**src/rtl/mult32x32_sequencer.sv**
```systemverilog
// ---------------------------------------------------------------------------
// mult32x32_sequencer
//
// Operand sequencer sitting in front of the 32x32 multiplier FSM/datapath.
// Operand pairs are queued in a small FIFO. The head pair is presented on
// mul_a/mul_b and the multiplier is started. When the multiplier reports
// completion, the 64-bit product is captured into a valid/ready output slot.
// Only one operation is in flight at a time.
//
// Optional feature: define MULT_WDOG_EN to enable a RUN-phase watchdog. When
// it fires, the op is dropped and err_wdog sets until reset. Without the
// macro, err_wdog is tied low and RUN waits indefinitely.
//
// Parameters
//   FIFO_DEPTH   operand FIFO entries (power of 2, >= 2)
//   WDOG_CYCLES  RUN-phase cycle limit (only used with MULT_WDOG_EN)
//
// Ports
//   clk, reset               clock; asynchronous active-high reset
//   in_valid/in_ready        operand push handshake (in_ready = FIFO not full)
//   in_a, in_b               operand pair
//   mul_start                to multiplier, high for the whole operation
//   mul_busy                 from multiplier
//   mul_a, mul_b             FIFO head operands
//   mul_product              multiplier product register
//   out_valid/out_ready      result handshake
//   out_product              captured product
//   err_wdog                 sticky watchdog error
// ---------------------------------------------------------------------------
module mult32x32_sequencer #(
  parameter int FIFO_DEPTH  = 4,
  parameter int WDOG_CYCLES = 16
) (
  input  logic        clk,
  input  logic        reset,
  input  logic        in_valid,
  output logic        in_ready,
  input  logic [31:0] in_a,
  input  logic [31:0] in_b,
  output logic        mul_start,
  input  logic        mul_busy,
  output logic [31:0] mul_a,
  output logic [31:0] mul_b,
  input  logic [63:0] mul_product,
  output logic        out_valid,
  input  logic        out_ready,
  output logic [63:0] out_product,
  output logic        err_wdog
);

  localparam int PW = $clog2(FIFO_DEPTH);
  localparam int CW = PW + 1;

  // Reject configurations the pointer arithmetic cannot support.
  if (FIFO_DEPTH < 2 || (FIFO_DEPTH & (FIFO_DEPTH - 1)) != 0 || WDOG_CYCLES < 1) begin : g_param_check
    $error("mult32x32_sequencer: invalid FIFO_DEPTH or WDOG_CYCLES");
  end

  typedef enum logic [1:0] {IDLE, LAUNCH, RUN, SETTLE} state_t;

  state_t          state_reg, state_next;
  logic            mul_start_reg, mul_start_next;
  logic            seen_busy_reg, seen_busy_next;
  logic            out_valid_reg;
  logic [63:0]     out_product_reg;
  logic [PW-1:0]   wr_ptr_reg, rd_ptr_reg;
  logic [CW-1:0]   count_reg;
  logic [31:0]     fifo_a_reg [FIFO_DEPTH];
  logic [31:0]     fifo_b_reg [FIFO_DEPTH];
  logic            full, empty, push, pop, capture, wdog_expired;

  assign full     = (count_reg == CW'(FIFO_DEPTH));
  assign empty    = (count_reg == '0);
  assign in_ready = !full;
  assign push     = in_valid && !full;

  // Head of the FIFO is always visible; it only moves on a pop.
  assign mul_a       = fifo_a_reg[rd_ptr_reg];
  assign mul_b       = fifo_b_reg[rd_ptr_reg];
  assign mul_start   = mul_start_reg;
  assign out_valid   = out_valid_reg;
  assign out_product = out_product_reg;

  // ---------------- operand storage ----------------
  // Register-based entries so the head reads as zero straight out of reset.
  for (genvar gi = 0; gi < FIFO_DEPTH; gi++) begin : g_fifo
    always_ff @(posedge clk or posedge reset) begin
      if (reset) begin
        fifo_a_reg[gi] <= '0;
        fifo_b_reg[gi] <= '0;
      end else if (push && wr_ptr_reg == PW'(gi)) begin
        fifo_a_reg[gi] <= in_a;
        fifo_b_reg[gi] <= in_b;
      end
    end
  end

  always_ff @(posedge clk or posedge reset) begin
    if (reset) begin
      wr_ptr_reg <= '0;
      rd_ptr_reg <= '0;
      count_reg  <= '0;
    end else begin
      if (push) wr_ptr_reg <= wr_ptr_reg + PW'(1);
      if (pop)  rd_ptr_reg <= rd_ptr_reg + PW'(1);
      if (push && !pop)      count_reg <= count_reg + CW'(1);
      else if (pop && !push) count_reg <= count_reg - CW'(1);
    end
  end

  // ---------------- watchdog ----------------
`ifdef MULT_WDOG_EN
  localparam int WCW = $clog2(WDOG_CYCLES) + 1;
  logic [WCW-1:0] wdog_cnt_reg;
  logic           err_wdog_reg;
  logic           wdog_fire;

  assign wdog_expired = (wdog_cnt_reg == WCW'(WDOG_CYCLES - 1));
  // Completion on the same edge takes priority over the timeout.
  assign wdog_fire    = (state_reg == RUN) && !(seen_busy_reg && !mul_busy) && wdog_expired;
  assign err_wdog     = err_wdog_reg;

  always_ff @(posedge clk or posedge reset) begin
    if (reset) begin
      wdog_cnt_reg <= '0;
      err_wdog_reg <= 1'b0;
    end else begin
      if (state_reg == LAUNCH)   wdog_cnt_reg <= '0;
      else if (state_reg == RUN) wdog_cnt_reg <= wdog_cnt_reg + WCW'(1);
      if (wdog_fire) err_wdog_reg <= 1'b1;
    end
  end
`else
  assign wdog_expired = 1'b0;
  assign err_wdog     = 1'b0;
`endif

  // ---------------- control FSM ----------------
  always_ff @(posedge clk or posedge reset) begin
    if (reset) begin
      state_reg     <= IDLE;
      mul_start_reg <= 1'b0;
      seen_busy_reg <= 1'b0;
    end else begin
      state_reg     <= state_next;
      mul_start_reg <= mul_start_next;
      seen_busy_reg <= seen_busy_next;
    end
  end

  always_comb begin
    state_next     = state_reg;
    mul_start_next = mul_start_reg;
    seen_busy_next = seen_busy_reg;
    pop            = 1'b0;
    capture        = 1'b0;
    case (state_reg)
      IDLE: begin
        // Launch only when the output slot will be free by capture time.
        if (!empty && (!out_valid_reg || out_ready)) begin
          state_next     = LAUNCH;
          mul_start_next = 1'b1;
        end
      end
      LAUNCH: begin
        seen_busy_next = 1'b0;
        state_next     = RUN;
      end
      RUN: begin
        if (mul_busy) seen_busy_next = 1'b1;
        // busy seen and now low: multiplier has reached its final state.
        if (seen_busy_reg && !mul_busy) begin
          state_next     = SETTLE;
          mul_start_next = 1'b0;
        end else if (wdog_expired) begin
          state_next     = IDLE;
          mul_start_next = 1'b0;
          pop            = 1'b1;
        end
      end
      SETTLE: begin
        capture    = 1'b1;
        pop        = 1'b1;
        state_next = IDLE;
      end
      default: state_next = IDLE;
    endcase
  end

  // ---------------- output slot ----------------
  always_ff @(posedge clk or posedge reset) begin
    if (reset) begin
      out_valid_reg   <= 1'b0;
      out_product_reg <= '0;
    end else if (capture) begin
      out_valid_reg   <= 1'b1;
      out_product_reg <= mul_product;
    end else if (out_valid_reg && out_ready) begin
      out_valid_reg <= 1'b0;
    end
  end

endmodule

```
**config.mk**
```make
export PLATFORM = sky130hd
export DESIGN_NAME = mult32x32_sequencer
export DESIGN_NICKNAME = d
export VERILOG_FILES = /design/src/rtl/mult32x32_sequencer.sv
export SDC_FILE = /design/constraint.sdc
export NUM_CORES = 1
export LEC_CHECK = 0
export ABC_AREA = 1
export BUFFER_PORTS_ARGS = -buffer_cell sky130_fd_sc_hd__buf_2
export CAP_MARGIN = 10
export CORE_MARGIN = 3
export CORE_UTILIZATION = 50
export DETAILED_ROUTE_END_ITERATION = 12
export PLACE_DENSITY = 0.72
export SYNTH_ARGS = -nofsm -noshare
export SYNTH_HDL_FRONTEND = slang
export SYNTH_SLANG_ARGS = --single-unit
```
**constraint.sdc**
```tcl
create_clock -name clk -period 17.6 [get_ports clk]
set_input_delay 0.88 -clock clk [delete_from_list [all_inputs] [get_ports clk]]
set_output_delay 0.88 -clock clk [all_outputs]
set_load 0.01 [all_outputs]
```
==> impl_results.md <==
- CP Capture Type: output pin
- Setup ws final: 13670 ps
- Post-Syn Nets: 1967
- Worst-Margin Slew: 1212 ps
- Synth Warn #: 0
- Final Hold Fails: 0
- CTS tree: done
- First-pass GRT wire length: 68430 um
- Routed wire length: 42260 um
- Worst Setup Start Kind: register
- Slew Viols, Final: 0
- Core ar.: 0.02995 mm2
- Largest net degree at the start of global routing: 143
- Post_cts resized: 0
- Post-route cell area: 0.01759 mm2
- Total global-route track usage: 25.28%
- Final period util: 22.35%
- Pre-antenna DRT Iters: 5
- Clock buffer depth: 3
- DR iter-0 viols: 1002
- Placer Congestion: 0.7755
- Final setup violation count: 0
- Clock Skew: 15.47 ps
- Clk root buf: clkbuf_16
- Critical path arrival: 3050 ps
- Run status: completed
- Footprint of the multi-input gates: 0.006081 mm2
- Die Ht: 181.3 um
- Synthesized flop and latch total: 332
- Leak: 9.031 nW
- Register area share after synthesis: 54.09%
- Clock Latency Late Sink: 510 ps
- Most numerous cell in the Yosys netlist: nand2_1
- PnR Total Power: 3.635 mW
- Cell area after synthesis: 0.01536 mm2
- Cts bufs inserted: 36
- Placement Rows: 63
- Top post-synthesis cells by area: dfrtp_1, nand2_1, o21ai_0
- Max cap viols: 0
- DRC Markers: 0
- Number of global-route vias before repair: 12990
- Delay of the slowest critical-path stage: 930 ps
- Final HPWL DP: 23850 um
- Async SR Flop Fraction: 100.0%
- Post-synthesis cell count: 1823
- IO Pins: 265
- GRT Residual Overflow: 0
- Crit-path slowest cell: buf_4
- RSZ-0062 raised after global routing: no
- Largest area contributor in the netlist: dfrtp_1
- CTS H-tree depth: 2
- Proportion of layout cells with a drive suffix above 1: 19.66%
- DR WL/cell: 17.48 um
- Max VDD drop: 0.0001252 V
- Netlist cell types: 30
- Primary FF master, synth: dfrtp_1
- Initial antenna violation count: 8
- Placed standard-cell area: 0.01638 mm2
- Most frequent cells after synthesis: nand2_1, dfrtp_1, o21ai_0, nor2_1, o22ai_1
- Hold Crit Class: register to register
- EDFF count, synth: 0
- DP Worst Slack: 14260 ps
- Clock sink count: 332
- Initial Util: 51.28%
- Setup Buffers After CTS: 0
- Worst-path cell chain: clkinv_2 -> buf_4 -> o21ai_0 -> o22ai_1 -> buf_2
- Final min period: 3934 ps
- Layout area overhead: 14.52%
- Setup TNS Final: 0 ps
- Crit Path Class: register to output pin
- Relative slew slack: 19.21%
- Die area: 0.03286 mm2
- Sequential cell area: 0.008313 mm2
- Worst-path clk slew: 60 ps
- Nets: 2144
- Power per cell area: 206.7 mW/mm2
- Via Count: 13050
- Post-route ant nets: 0
- Max FO, Critical Path: 112
- Mean Syn Cell Area: 8.426 um2
- Port bufs: 263
- Fill cells: 2754
- Synth top area share: 54.09%
- Post-CTS Hold Buffers: 0
- Peak Freq: 254.2 MHz
- CP Data Required Time: 16720 ps
- Via density: 5.398
- Die X: 181.3 um
- Hold WS: 466.4 ps
[layout make-up]
type / instances / share of cell area, %
inverter: 19 / 0.4553
sequential: 332 / 47.26
clock inverter: 7 / 0.5406
timing repair buffer: 276 / 8.180
multi-input combinational: 1335 / 34.57
tap: 390 / 2.774
clock buffer: 55 / 6.160
antenna: 4 / 0.05691
[critical path, delay by kind of cell (launching register included)]
family	cells	cell delay, ps
AO/OA/AOI/OAI	2	460
flip-flops	1	660
buffers and inverters	3	1370
[cells by family after synthesis]
family          count (synthesis)  synth area share (%)
other cells                     1               0.02441
mux                             1               0.07331
fa+ha+maj                      11                0.9449
flops                         332                 54.09
buf+inv                       156                 6.337
simple gates                  865                 21.77
xor+xnor                        5                0.3341
compound gates                452                 16.42
[routing by layer]
metal,track usage [%],vias up,wire length [um]
li1,-,6261,-
met5,0,-,49
met3,6.845,83,3442
met1,32.62,6224,17360
met2,41.76,476,20290
met4,8.074,8,1124
[worst paths after layout]
check	start	endpoint	slack [ps]	cells past startpoint
worst min-delay path	out_product[30]	out_product[30]	470	2
max in group asynchronous	reset	rd_ptr_reg[1]	15510	3
worst max-delay path	rd_ptr_reg[0]	mul_a[31]	13670	5
worst max register to register	count_reg[0]	fifo_a_reg[98]	14660	7
worst min register to register	out_product[30]	out_product[30]	470	2
min in group asynchronous	reset	out_product[48]	570	2
[where the power goes]
| part | leakage [nW] | internal [mW] | switching (mW) | total [mW] |
|---|---|---|---|---|
| Clock | 0.576 | 0.453 | 0.299 | 0.753 |
| Combinational | 4.32 | 0.519 | 1.04 | 1.56 |
| Sequential | 4.14 | 1.12 | 0.201 | 1.32 |
| Total | 9.03 | 2.10 | 1.54 | 3.64 |
[cells in the final DEF (no fill, tap or decap), drive strengths merged, types with 3 or more instances in the layout]
master and n:
nor2 136, nand3 3, nand2 725, clkbuf 55
dfrtp 332, o22ai 64, ha 10, xor2 4
diode 4, inv 18, o21ai 387, clkinv 5
buf 276
[metrics by stage]
step | utilization, % | cells
after global routing | 58.72 | 2418
final | 58.72 | 2418
after detailed placement | 54.69 | 2351
after floorplan | - | 1823
after global placement | 54.69 | 2351
after CTS | 58.62 | 2413
Power figures use the tool's default switching activity.
